<file path="config.mk">
export PLATFORM = sky130hd
export DESIGN_NAME = rsa_xcel_mont_mont_mulrem
export DESIGN_NICKNAME = d
export VERILOG_FILES = /design/src/rtl/rsa_xcel_mont_mont_mulrem.sv
export SDC_FILE = /design/constraint.sdc
export NUM_CORES = 1
export LEC_CHECK = 0
export ABC_CLOCK_PERIOD_IN_PS = 6600
export BUFFER_PORTS_ARGS = -buffer_cell sky130_fd_sc_hd__buf_2
export CORE_ASPECT_RATIO = 1.4
export CORE_UTILIZATION = 45
export CTS_CLUSTER_SIZE = 16
export DETAILED_ROUTE_END_ITERATION = 7
export MAX_ROUTING_LAYER = met4
export PLACE_DENSITY = 0.67
export SETUP_SLACK_MARGIN = 0.1
export SYNTH_ARGS = -nofsm -noshare
export SYNTH_HDL_FRONTEND = slang
export SYNTH_SLANG_ARGS = --single-unit
</file>
<file path="constraint.sdc">
create_clock -name clk -period 6.6 [get_ports clk]
set_clock_uncertainty 0.2 [all_clocks]
set_input_delay 0.33 -clock clk [delete_from_list [all_inputs] [get_ports clk]]
set_output_delay 0.33 -clock clk [all_outputs]
set_load 0.05 [all_outputs]
</file>
<file path="src/rtl/rsa_xcel_mont_mont_mulrem.sv">
// Iterative radix-2 Montgomery multiplier: ostream_msg = a*b*R^-1 mod n, R = 2^p_nbits.
// Define RSA_XCEL_MONT_MULREM_FINAL_SUB_EN to add the final-subtraction state (result in [0, n)).
module rsa_xcel_mont_mont_mulrem #(
   parameter int p_nbits = 32
) (
   input  logic                   clk,
   input  logic                   reset,
   input  logic                   istream_val,
   output logic                   istream_rdy,
   input  logic [3*p_nbits-1:0]   istream_msg,
   output logic                   ostream_val,
   input  logic                   ostream_rdy,
   output logic [p_nbits-1:0]     ostream_msg
);

   localparam int c_cw = $clog2(p_nbits) + 1;

`ifdef RSA_XCEL_MONT_MULREM_FINAL_SUB_EN
   typedef enum logic [1:0] {IDLE, CALC, FIX, DONE} state_t;
`else
   typedef enum logic [1:0] {IDLE, CALC, DONE} state_t;
`endif

   state_t               state;
   state_t               state_next;

   logic [p_nbits+1:0]   s_reg;
   logic [p_nbits-1:0]   a_reg;
   logic [p_nbits-1:0]   b_reg;
   logic [p_nbits-1:0]   n_reg;
   logic [c_cw-1:0]      count;

   logic [p_nbits+1:0]   t_add;
   logic [p_nbits+1:0]   t_sum;
   logic [p_nbits+1:0]   s_next;
   logic                 count_last;

   // One iteration: add b if the current bit of a is set, then add n to make the sum even
   // so the halving is exact. s_reg stays below 2n, so W+2 bits never overflow.
   always_comb begin
      t_add  = s_reg + (a_reg[0] ? {2'b00, b_reg} : '0);
      t_sum  = t_add[0] ? (t_add + {2'b00, n_reg}) : t_add;
      s_next = t_sum >> 1;
   end

   assign count_last = (count == c_cw'(p_nbits - 1));

`ifdef RSA_XCEL_MONT_MULREM_FINAL_SUB_EN
   logic [p_nbits+1:0]   s_sub;
   logic                 s_ge_n;

   always_comb begin
      s_ge_n = (s_reg >= {2'b00, n_reg});
      s_sub  = s_reg - {2'b00, n_reg};
   end
`endif

   always_ff @(posedge clk) begin
      if (reset)
         state <= IDLE;
      else
         state <= state_next;
   end

   // Handshake outputs depend only on state, so the partner can build val from rdy freely.
   always_comb begin
      state_next  = state;
      istream_rdy = 1'b0;
      ostream_val = 1'b0;
      case (state)
         IDLE: begin
            istream_rdy = 1'b1;
            if (istream_val)
               state_next = CALC;
         end
         CALC: begin
            if (count_last)
`ifdef RSA_XCEL_MONT_MULREM_FINAL_SUB_EN
               state_next = FIX;
`else
               state_next = DONE;
`endif
         end
`ifdef RSA_XCEL_MONT_MULREM_FINAL_SUB_EN
         FIX: begin
            state_next = DONE;
         end
`endif
         DONE: begin
            ostream_val = 1'b1;
            if (ostream_rdy)
               state_next = IDLE;
         end
         default: begin
            state_next = IDLE;
         end
      endcase
   end

   // Operands are captured only on the accept edge; a is consumed LSB first.
   always_ff @(posedge clk) begin
      if (reset) begin
         s_reg <= '0;
         a_reg <= '0;
         b_reg <= '0;
         n_reg <= '0;
         count <= '0;
      end
      else begin
         case (state)
            IDLE: begin
               if (istream_val) begin
                  a_reg <= istream_msg[3*p_nbits-1:2*p_nbits];
                  b_reg <= istream_msg[2*p_nbits-1:p_nbits];
                  n_reg <= istream_msg[p_nbits-1:0];
                  s_reg <= '0;
                  count <= '0;
               end
            end
            CALC: begin
               s_reg <= s_next;
               a_reg <= a_reg >> 1;
               count <= count + c_cw'(1);
            end
`ifdef RSA_XCEL_MONT_MULREM_FINAL_SUB_EN
            FIX: begin
               if (s_ge_n)
                  s_reg <= s_sub;
            end
`endif
            default: begin
            end
         endcase
      end
   end

   assign ostream_msg = s_reg[p_nbits-1:0];

endmodule

</file>
After elaboration in Yosys (flattened, before gate mapping):

Index checks and enable logic that the tools add are counted.

* logic and storage cells: 34
* output and inout port bits: 34
* bits of input ports: 100
* register bits: 138

* mux-type cells: 14
* equal/unequal tests: 6
* add/subtract/negate cells: 3
* reduce and logical (&&, ||, !) cells: 5

Operator list (number)
* 34-bit by 32-bit adder with 34-bit output: 2
* 34-bit 2-to-1 mux: 2
* 34-bit case mux with 2 select lines: 1
* 32-bit 2-to-1 mux: 2
* 32-bit case mux with 2 select lines: 1
* 6-bit case mux with 2 select lines: 1
* 6-bit by 1-bit adder with 6-bit output, second input constant: 1
* 6-bit by 5-bit == test with 1-bit output, second input constant: 1
* 2-bit 2-to-1 mux: 3
* 6-bit 2-to-1 mux: 1
* 2-bit != test, second input constant: 3
* 2-bit case mux with 3 select lines: 1
* 2-bit AND reduction: 2
* 3-bit AND reduction: 1
* 2-bit by 1-bit == test with 1-bit output, second input constant: 1
* 2-bit == test, second input constant: 1
* 2-bit zero test: 1
* 1-bit 2-to-1 mux: 2
* 2-bit nonzero test: 1

Depth between registers and ports, before layout:

* depth after elaboration: 5
* mapped depth: 23
* depth with buffers taken out: 22

Least setup slack after synthesis:

OpenSTA, ideal clock, no wires.

* kind: register -> register
* start point: register a_reg[0]
* end point: register s_reg[32]
* buffers on the path: 1
* setup time: 59 ps
* arrival time: 4947 ps
* clock period less this slack: 5206 ps
* required time: 6341 ps
* path slack: 1394 ps
* cell stages (with the launch flop): 24
* path through: dfxtp_1 > clkbuf_1 > and2_1 > ha_1 > inv_1 > fa_1 > nor2b_1 > o31a_1 > o21ai_2 > o21ai_0 > a31o_2 > a31oi_1 > or4_1 > and2_1 > ha_1 > a21oi_1 > o21ai_0 > nor3_1 > o211a_1 > o21ai_1 > a211oi_1 > nor4_1 > a2111oi_2 > a22o_1

* word-level cells in the longest chain between the ends: 5

RTL lines
* start, declared: line 28 `logic [p_nbits-1:0] a_reg;`
* start signal, assigned: line 113 `a_reg <= istream_msg[3*p_nbits-1:2*p_nbits];`
* start signal, assigned: line 122 `a_reg <= a_reg >> 1;`
* 32-bit 2-to-1 mux (*): line 41 `t_add = s_reg + (a_reg[0] ? {2'b00, b_reg} : '0);`
* 34-bit by 32-bit adder with 34-bit output (*): line 41
* 34-bit by 32-bit adder with 34-bit output: line 42 `t_sum = t_add[0] ? (t_add + {2'b00, n_reg}) : t_add;`
* 34-bit 2-to-1 mux (*): line 42
* 34-bit case mux with 2 select lines (*): line 110 `case (state)`
* end signal, assigned: line 121 `s_reg <= s_next;`
* end, declared: line 27 `logic [p_nbits+1:0] s_reg;`

Mark *: on every way between the ends. The rest lies on a longest branch, timed or not.
A chain may end at the register's enable or synchronous reset.

Worst setup path after layout:

Ends and elaborated chain as after synthesis.

==> impl_results.md <==
- Kind of critical path: reg -> reg
- Die Wd: 122 um
- Avg Synthesized Cell Area: 7.63 um^2
- Register area share after synthesis: 30.5%
- Max reg flops: 33
- Mapped Cells: 1179
- Outcome: completed
- Fill count: 1906
- Area growth, synth to finish: 24.0%
- Worst-skew pair later-pin latency: 0.43 ns
- Largest net degree at the start of global routing: 98
- First DRT Iteration DRCs: 431
- Worst path required time: 6.78 ns
- ANT nets after route: 0
- First-pass GRT wire length: 42000 um
- Final hold viol count: 0
- Max Clk Rate: 165 MHz
- Initial antenna violation count: 0
- Startpoint type of the worst setup path: flip-flop
- Post-Syn Nets: 1345
- Die footprint: 20600 um^2
- Post-route design area: 11200 um^2
- Predominant post-synthesis flop cell: dfxtp_1
- Slowest cell delay on critical path: 0.62 ns
- Setup WS pre-CTS: 0.688 ns
- Hold WS: 0.0149 ns
- CP Capture Type: flip-flop
- Post-synth ARST share: 0%
- Max Buffers Root-to-Sink: 2
- Setup TNS: 0 ns
- Final setup viols: 0
- Normalized max-slew margin: 35.4%
- Met3 global-route usage: 4.10%
- H-tree levels: 4
- Slowest-stage cell, CP: dfxtp_1
- Final Total Pwr: 2.18 mW
- # IOs: 134
- Critical Path AT: 6.23 ns
- RSZ-0062 raised after global routing: no
- Pwr Density: 195 nW/um^2
- CTS root buffer: clkbuf_16
- Flop-to-flop setup slack: 0.55 ns
- Nets: 1509
- Area of the core: 19400 um^2
- CP Cell Sequence: and2_1 -> ha_1 -> inv_1 -> fa_1 -> nor2b_1 -> o31a_1 -> o21ai_2 -> o21ai_0 -> a31o_2 -> a31oi_1 -> or4_1 -> and2_1 -> ha_1 -> a21oi_1 -> o21ai_0 -> nor3_1 -> o211a_1 -> o21ai_1 -> a211oi_1 -> nor4_1 -> a2111oi_2 -> a22o_1
- GRT Resource Usage Total: 26.8%
- Global routing usage on met1: 28.6%
- Via count: 8950
- Remaining routing DRC violations: 0
- Wire length per cell: 16.4 um
- Routed WL: 26300 um
- Period utilisation layout: 91.7%
- Synth unique cells: 77
- Initial Util: 46.3%
- Layout cells sized above 1: 15.1%
- Placed Area: 9600 um^2
- Vias in the first global route: 8757
- Synth Cell Area: 9000 um^2
- N_diodes: 0
- FP Rows: 60
- Worst min-delay path class: in -> reg
- Max-cap violations: 0
- CTS tree: built
- Period minus WS final: 6.05 ns
- TritonCTS Buffers: 17
- HPWL after detailed placement: 17900 um
- Last weighted congestion value of the routability-driven placer: 0.942
- DR vias/cell: 5.58
- I/O Buffers: 133
- Worst slew pin tran: 0.970 ns
- Gr busiest metal: met2
- Most common cell after layout, fill and taps aside: nand2_1
- CTS clock-pin slew for the worst setup and hold paths: 0.07 ns
- Postcts setup bufs: 0
- Cell Count, Final, Fillers Out: 1604
- Yosys warning total: 0
- Final Util: 57.4%
- DP Cell Count: 1477
- Yosys reg bits: 137
- Grt met2 use: 47.9%
- Drt first pass iters: 4
- Setup WS post-layout: 0.548 ns
- Remaining Overflow, GRT: 0
- Max Slew Vio Count: 0
- VDD IR max: 169 uV
- Leakage: 4.80 nW
- Most frequent cells in the layout: nand2_1, a21oi_1, dfxtp_1
- Die Height: 169 um
- Post-synth EDFFs: 0
- Worst Path Max Fanout: 14
- CTS Sinks: 137
-- area by class of cell --
cell class | count | area (um^2) | share of cell area [%]
inverter | 16 | 60.1 | 0.538
clock buffer | 17 | 425 | 3.81
tap | 248 | 310 | 2.78
multi-input combinational | 932 | 5740 | 51.5
timing repair buffer | 239 | 1700 | 15.3
sequential | 137 | 2740 | 24.6
clock inverter | 15 | 176 | 1.58
-- critical path: cells and delay by family, from the launching register on --
family	cells	cell delay [ns]
flops	1	0.62
buf+inv	1	0.06
simple gates	6	1.46
compound gates	12	2.75
fa+ha+maj	3	0.92
-- cell usage after synthesis, drive strengths merged (3+ instances only) --
master     n  area [um^2]
a2111oi    3         51.3
a211o      3         26.3
a211oi    11         87.6
a21o      26          195
a21oi    174          875
a222oi     4         40.0
a22oi     44          330
a31oi     14         87.6
a41oi      3         26.3
and2      40          251
and3       8         55.1
buf       44          289
clkbuf    50          189
dfxtp    137         2740
ha        64          801
inv       16         60.1
mux2       3         33.8
mux2i     10          100
nand2    223          840
nand2b     9         56.3
nand3     28          153
nand3b     3         22.5
nand4      6         37.5
nor2      62          235
nor2b      8         50.1
nor3      20          105
o211ai     6         45.0
o21a      12         90.1
o21ai     38          194
o21bai     9         67.6
o31ai      5         42.5
o32ai      3         26.3
or2        7         43.8
or3        6         37.5
or4        3         22.5
xnor2     31          272
xor2      17          149
-- path summary, 6_finish.rpt --
| kind | start | endpoint | cells past startpoint |
|---|---|---|---|
| worst max-delay path | a_reg[0] | s_reg[32] | 22 |
| worst min-delay path | istream_msg[73] | a_reg[9] | 3 |
| worst max register to register | a_reg[0] | s_reg[32] | 22 |
| worst min register to register | b_reg[28] | b_reg[28] | 2 |
-- kinds of logic after synthesis --
family	after synthesis	synth area share, %
xor+xnor	48	4.67
mux	13	1.49
flops	137	30.5
buf+inv	110	5.98
fa+ha+maj	66	9.34
simple gates	429	21.7
compound gates	376	26.3
-- per-layer routing --
layer / part of all wire (%) / vias to the layer above
met4: 3.7 / 0
li1: - / 4491
met2: 52 / 228
met5: 0 / -
met3: 3.5 / 69
met1: 41 / 4162
-- report_power, final --
| part | switching [mW] | internal [mW] | leakage [nW] |
|---|---|---|---|
| Clock | 0.433 | 0.542 | 0.286 |
| Combinational | 0.177 | 0.135 | 3.39 |
| Sequential | 0.0263 | 0.866 | 1.12 |
| Total | 0.636 | 1.54 | 4.80 |
-- timing repair --
action,CTS,global route
resized for setup,0,0
hold endpoints to repair,95,0
hold buffers,95,0
Power figures use the tool's default switching activity.
